===== src/rtl/uart_rx.sv =====
// 8N1 UART receiver: synchronizes the rx pin, frames each byte from an integer
// baud divider and reports it with a one-cycle valid or frame_err strobe.
module uart_rx #(
    parameter int unsigned BAUD = 9600,
    parameter int unsigned F    = 50000000
) (
    input  logic       clk,
    input  logic       rst,
    input  logic       rx,
    output logic [7:0] data,
    output logic       valid,
    output logic       frame_err,
    output logic       busy
);

    localparam int unsigned DIV   = F / BAUD;
    localparam int unsigned HALF  = DIV / 2;
    localparam int unsigned CNT_W = $clog2(DIV);

    typedef enum logic [1:0] {
        START = 2'b00,
        DATA  = 2'b01,
        STOP  = 2'b10,
        IDLE  = 2'b11
    } state_t;

    state_t             state;
    state_t             state_nxt;
    logic               rx_m;
    logic               rx_s;
    logic               rx_d;
    logic [CNT_W-1:0]   cnt;
    logic [CNT_W-1:0]   cnt_nxt;
    logic [2:0]         idx;
    logic [2:0]         idx_nxt;
    logic [7:0]         shift;
    logic [7:0]         shift_nxt;
    logic [7:0]         data_nxt;
    logic               valid_nxt;
    logic               frame_err_nxt;
    logic               busy_nxt;
    logic               half_hit;
    logic               bit_hit;
    logic               fall;

    assign half_hit = (cnt == CNT_W'(HALF - 1));
    assign bit_hit  = (cnt == CNT_W'(DIV - 1));
    assign fall     = rx_d & ~rx_s;

    // Two-flop synchronizer plus one delay stage for start-edge detection.
    always_ff @(posedge clk or negedge rst) begin
        if (!rst) begin
            rx_m <= 1'b1;
            rx_s <= 1'b1;
            rx_d <= 1'b1;
        end else begin
            rx_m <= rx;
            rx_s <= rx_m;
            rx_d <= rx_s;
        end
    end

    always_ff @(posedge clk or negedge rst) begin
        if (!rst) begin
            state <= IDLE;
        end else begin
            state <= state_nxt;
        end
    end

    always_comb begin
        state_nxt = state;
        case (state)
            IDLE: begin
                if (fall) begin
                    state_nxt = START;
                end
            end
            START: begin
                // A line back high at mid start bit is treated as a glitch.
                if (half_hit) begin
                    state_nxt = rx_s ? IDLE : DATA;
                end
            end
            DATA: begin
                if (bit_hit && (idx == 3'd7)) begin
                    state_nxt = STOP;
                end
            end
            STOP: begin
                if (bit_hit) begin
                    state_nxt = IDLE;
                end
            end
            default: state_nxt = IDLE;
        endcase
    end

    always_comb begin
        cnt_nxt       = CNT_W'(cnt + CNT_W'(1));
        idx_nxt       = idx;
        shift_nxt     = shift;
        data_nxt      = data;
        valid_nxt     = 1'b0;
        frame_err_nxt = 1'b0;
        busy_nxt      = (state_nxt != IDLE);
        case (state)
            IDLE: begin
                cnt_nxt = '0;
                idx_nxt = 3'd0;
            end
            DATA: begin
                if (bit_hit) begin
                    shift_nxt = {rx_s, shift[7:1]};
                    idx_nxt   = 3'(idx + 3'd1);
                    cnt_nxt   = '0;
                end
            end
            STOP: begin
                if (bit_hit) begin
                    if (rx_s) begin
                        data_nxt  = shift;
                        valid_nxt = 1'b1;
                    end else begin
                        frame_err_nxt = 1'b1;
                    end
                end
            end
            default: begin
            end
        endcase
        if (state_nxt != state) begin
            cnt_nxt = '0;
        end
    end

    always_ff @(posedge clk or negedge rst) begin
        if (!rst) begin
            cnt       <= '0;
            idx       <= 3'd0;
            shift     <= 8'h00;
            data      <= 8'h00;
            valid     <= 1'b0;
            frame_err <= 1'b0;
            busy      <= 1'b0;
        end else begin
            cnt       <= cnt_nxt;
            idx       <= idx_nxt;
            shift     <= shift_nxt;
            data      <= data_nxt;
            valid     <= valid_nxt;
            frame_err <= frame_err_nxt;
            busy      <= busy_nxt;
        end
    end

endmodule


===== config.mk =====
export PLATFORM = sky130hd
export DESIGN_NAME = uart_rx
export DESIGN_NICKNAME = d
export VERILOG_FILES = /design/src/rtl/uart_rx.sv
export SDC_FILE = /design/constraint.sdc
export NUM_CORES = 1
export LEC_CHECK = 0
export ABC_AREA = 1
export CORE_MARGIN = 2
export CORE_UTILIZATION = 50
export DETAILED_ROUTE_END_ITERATION = 16
export DONT_BUFFER_PORTS = 1
export GPL_ROUTABILITY_DRIVEN = 1
export SETUP_SLACK_MARGIN = 0.2
export SYNTH_ARGS = -nofsm -noshare
export SYNTH_HDL_FRONTEND = slang
export SYNTH_SLANG_ARGS = --single-unit
export TNS_END_PERCENT = 20

===== constraint.sdc =====
create_clock -name clk -period 2.9 [get_ports clk]
set_input_delay 0.87 -clock clk [delete_from_list [all_inputs] [get_ports clk]]
set_output_delay 0.87 -clock clk [all_outputs]
set_load 0.05 [all_outputs]

## Word level (Yosys, flattened, before mapping)

Cells that the tools add are included.
W data, S select, Z words.

- Register bits: 40
- Input port bits: 3
- Output and inout bits: 11
- Word-level logic and storage cells: 47

- Add/sub/neg operators: 2
- Equality and inequality tests: 9
- Mux-type cells: 17
- Bitwise gates (word level): 2
- Reduce and logical (&&, ||, !) cells: 6

Operators with widths:

| cell | count |
|---|---|
| $mux W13 | 2 |
| $pmux W13 S2 | 1 |
| $add A13 B1 Y13 const B | 1 |
| $eq A13 B12 Y1 const B | 1 |
| $eq A13 B13 Y1 const B | 1 |
| $mux W2 | 5 |
| $pmux W2 S4 | 1 |
| $mux W1 | 6 |
| $pmux W3 S2 | 1 |
| $eq A2 B2 Y1 const B | 2 |
| $ne A2 B2 Y1 const B | 2 |
| $reduce_and A2 Y1 | 2 |
| $add A3 B1 Y3 const B | 1 |
| $eq A3 B3 Y1 const B | 1 |
| $mux W3 | 1 |
| $reduce_and A3 Y1 | 1 |
| $eq A2 B1 Y1 const B | 1 |
| $logic_not A2 Y1 | 1 |
| $ne A2 B2 Y1 | 1 |
| $reduce_bool A2 Y1 | 1 |
| $and A1 B1 Y1 | 1 |
| $logic_and A1 B1 Y1 | 1 |
| $not A1 Y1 | 1 |

## Longest topological paths before layout

- Depth after elaboration: 6
- Gate-level depth with buffers: 11
- Mapped depth without buffers: 10

## Least setup slack after synthesis

OpenSTA, ideal clock, no wires.

- Kind: register -> register
- Start point: reg cnt[0]
- End point: reg cnt[9]
- Library setup time: 116 ps
- Data arrival time: 1,387 ps
- Data required time: 2,784 ps
- Path slack: 1,397 ps
- Cell stages (with the launch flop): 12
- Buffers on the path: 1
- Clock period less this slack: 1,503 ps
- Cell sequence: dfrtp_1 ha_1 nand2_2 clkinv_1 nand2_1 nor2_1 nand3_1 o21ai_1 nand2_1 nand2_1 buf_6 nor2_1

- Longest elaborated chain between the ends: 6
- Elaborated cells on any way between the ends: 12
- Those cells by class: add/sub: 1; eq/ne: 3; mux: 7; reduce/logical: 1

RTL lines:

| element | RTL line | RTL |
|---|---|---|
| start, declared | 32 | `logic [CNT_W-1:0] cnt;` |
| start signal, assigned | 147 | `cnt <= cnt_nxt;` |
| parallel branches: the longest is 5 deep, another holds $add A13 B1 Y13 | n/a |  |
| $mux W13 * | 132 | `if (state_nxt != state) begin` |
| named net cnt_nxt[9] | 33 | `logic [CNT_W-1:0] cnt_nxt;` |

Mark *: on every way through the listed nets, which the timed path passes.
A chain may end at the register's enable or synchronous reset.

## Worst setup path after layout

- Start point: reg cnt[0]
- End point: reg cnt[12]

The elaborated chain is that of the path after synthesis.

==> flow_metrics.py <==
metrics = {
    "yosys": {
        "yosysSeqAreaShare": 0.512,
        "yosys_register_bits": 40,
        "ys.flop_type": "dfrtp_1",
        "syn_inst": 231,
        "synth_nets": 237,
        "yosysUniqueCellTypes": 28,
        "synth-edff-count": 0,
        "synth_area_leader_cell": "dfrtp_1",
        "syn_area_um2": 1970,
        "synth.area.top_cells": "dfrtp_1 (45%), nand2_1 (10%), dfstp_2 (6.7%)",
        "synth_top_area_share": 0.445,
        "async_flop_share": 1.00,
        "synth_area_per_cell_um2": 8.52,
        "synth_warnings": 0,
    },
    "worst_setup_path": {
        "rr_worst_depth": 8,
        "crit_fanout": 11,
        "crit_type": "register to register",
        "cp.arrival_ns": 2.02,
        "r2r-start": "cnt[0]",
        "cp-end-kind": "register",
        "critPathRequiredTime_ns": 3.06,
        "start_kind": "register",
        "r2r-end": "cnt[12]",
        "rrSetupSlack_ns": 1.05,
        "crit_start": "cnt[0]",
    },
    "clock_tree": {
        "cts_num_sinks": 40,
        "worst_skew_pair.late_latency_ns": 0.29,
        "cts_resized": 0,
        "cts_tree": "done",
        "numCtsBuffers": 5,
        "clk_pin_slew_ns": 0.07,
        "postCtsHoldBufs": 0,
        "postCtsSetupRepairBufs": 0,
        "clock_path_buffers": 2,
        "root_buffer": "clkbuf_8",
        "htree_num_levels": 2,
    },
    "pwr": {
        "p_seq_frac": 0.614,
        "swShare": 0.204,
        "power_density_nw_per_um2": 447,
        "design_power_total_w": 0.000917,
        "p_leak_nw": 0.902,
        "power_switching_w": 0.000187,
        "p_int_w": 0.000730,
        "peakVddDrop_mv": 0.334,
        "power_frac_clock": 0.385,
        "power_frac_comb": 0.001,
    },
    "final_layout": {
        "layout_common_cells": "nand2_1 (53), dfrtp_1 (35), nor2_1 (29)",
        "drive_gt1_frac": 0.146,
        "final_nets": 238,
        "post-route-util": 0.552,
        "multiInputGateArea_um2": 802,
        "syn_to_final_growth_pct": 4.26,
        "regArea_um2": 1010,
        "fill_cells": 338,
        "final_common_cell": "nand2_1",
        "antenna_cells": 0,
    },
    "timing": {
        "fmax_ghz": 0.539,
        "tightest_slew_ns": 0.501,
        "finalCritPeriodShare": 0.640,
        "slew_violations": 0,
        "rsz0062_at_grt": "false",
        "max_slew_margin": 0.665,
        "setup_viol": 0,
        "min_period_ns": 1.85,
        "fin_setup_tns_ns": 0,
        "hold_violations": 0,
        "setup_ws_ns": 1.05,
        "skew_ns": 0.00772,
    },
    "grt": {
        "grt_max_degree": 41,
        "grt_pass1_wl_mm": 6.50,
        "groute.usage.overall": 0.198,
        "globalRouteOverflowTotal": 0,
        "grt_pass1_vias": 1445,
        "antenna_found_initial": 0,
    },
    "placed_design": {
        "dpl.hpwl_mm": 2.70,
        "place.gp.congestion": 0.823,
        "dp_slack_ns": 1.05,
        "port_buffers": 0,
    },
    "route": {
        "wl_mm": 3.77,
        "antenna_left": 0,
        "firstDrtPassIters": 4,
        "wl_per_cell_um": 13.4,
        "remaining_drc_errors": 0,
        "dr.first_iter.drc_count": 140,
        "vias": 1517,
        "viasPerCell": 5.40,
    },
    "floorplan": {
        "start_util": 0.530,
        "dieWidth_um": 66.7,
        "die-area_um2": 4450,
        "design.core.area_um2": 3720,
        "rows": 22,
        "io_pins": 14,
        "die_height_um": 66.7,
    },
    "min_path": {
        "hp-class": "primary input to async pin",
    },
    "outcome": {
        "outcome": "finished, final reports clean",
    },
    "job": {
        "cap_violations": 0,
    },
}
-- cell families (layout without fill, tap and decap cells) --
logic type / count (synthesis) / after routing / share of synthesized area
AOI/OAI and AO/OA: 27 / 27 / 0.0871
xor gates and xnor gates: 1 / 1 / 0.00445
adders and majority gates: 3 / 3 / 0.0191
buffers and inverters: 32 / 34 / 0.0807
DFF: 40 / 40 / 0.512
and+or+nand+nor: 128 / 128 / 0.297
-- critical path, stage by stage, from the launching register on --
cell and delay, ns:
dfrtp_1 0.38, ha_1 0.27, nand2_2 0.11, nor2_1 0.13
nand3_1 0.17, o211ai_1 0.21, nand2_1 0.07, nand2_1 0.30
nor2_1 0.09
-- registers in the layout (all words and copies together) (netlist names) --
register,flops
busy,1
cnt,13
data,8
frame_err,1
idx,3
rx_d,1
rx_m,1
rx_s,1
shift,8
state,2
valid,1
-- power groups by stage --
stage	logic [W]	registers (W)	clock network, W
2_1_floorplan	0.000000666	0.000573	0
3_3_place_gp	0.000000878	0.000574	0
3_5_place_dp	0.000000906	0.000574	0
4_1_cts	0.000000906	0.000563	0.000367
5_1_grt	0.00000102	0.000563	0.000387
6_report	0.000000907	0.000563	0.000352
-- cell usage after synthesis, types with 2 or more instances --
| cell type | number |
|---|---|
| nor2_2 | 2 |
| dfstp_2 | 5 |
| nand2_1 | 53 |
| a21oi_1 | 2 |
| o21ai_2 | 8 |
| inv_2 | 4 |
| dfrtp_1 | 35 |
| nand4_1 | 11 |
| nor3_1 | 3 |
| nor2_1 | 29 |
| ha_1 | 3 |
| o21ai_1 | 10 |
| nand3_1 | 21 |
| or2_2 | 2 |
| buf_6 | 5 |
| and2_1 | 2 |
| o21ai_0 | 5 |
| inv_1 | 21 |
-- routing by layer --
layer  global-route usage  vias to the layer above  routed length, um
met3               0.0591                        6                223
met2                0.305                       40               1730
met1                0.265                      714               1760
met5                    0                        -                  0
met4               0.0689                        0                 55
li1                     -                      757                  -
-- per-stage QoR --
stage / hold slack, ns / cells / area, um2
after floorplan: 0.345 / 231 / 1970
after CTS: 0.257 / 281 / 2050
after global placement: 0.350 / 273 / 1970
after detailed placement: 0.352 / 273 / 1970
after global routing: 0.245 / 281 / 2050
final: 0.268 / 281 / 2050
-- layout make-up --
type / instances / share of cell area
clock inverter: 2 / 0.00610
inverter: 26 / 0.0476
clock buffer: 6 / 0.0354
multi-input combinational: 159 / 0.391
tap: 48 / 0.0293
sequential: 40 / 0.491
-- worst max path at each step --
stage | endpoint | slack [ns] | cells after the start
after detailed placement | cnt[12] | 1.05 | 8
after global placement | data[7] | 1.13 | 8
after CTS | cnt[12] | 1.04 | 8
final | cnt[12] | 1.05 | 8
after floorplan | cnt[9] | 1.40 | 11
after global routing | cnt[11] | 0.83 | 8
No activity file was read; power rests on OpenSTA's default activity.
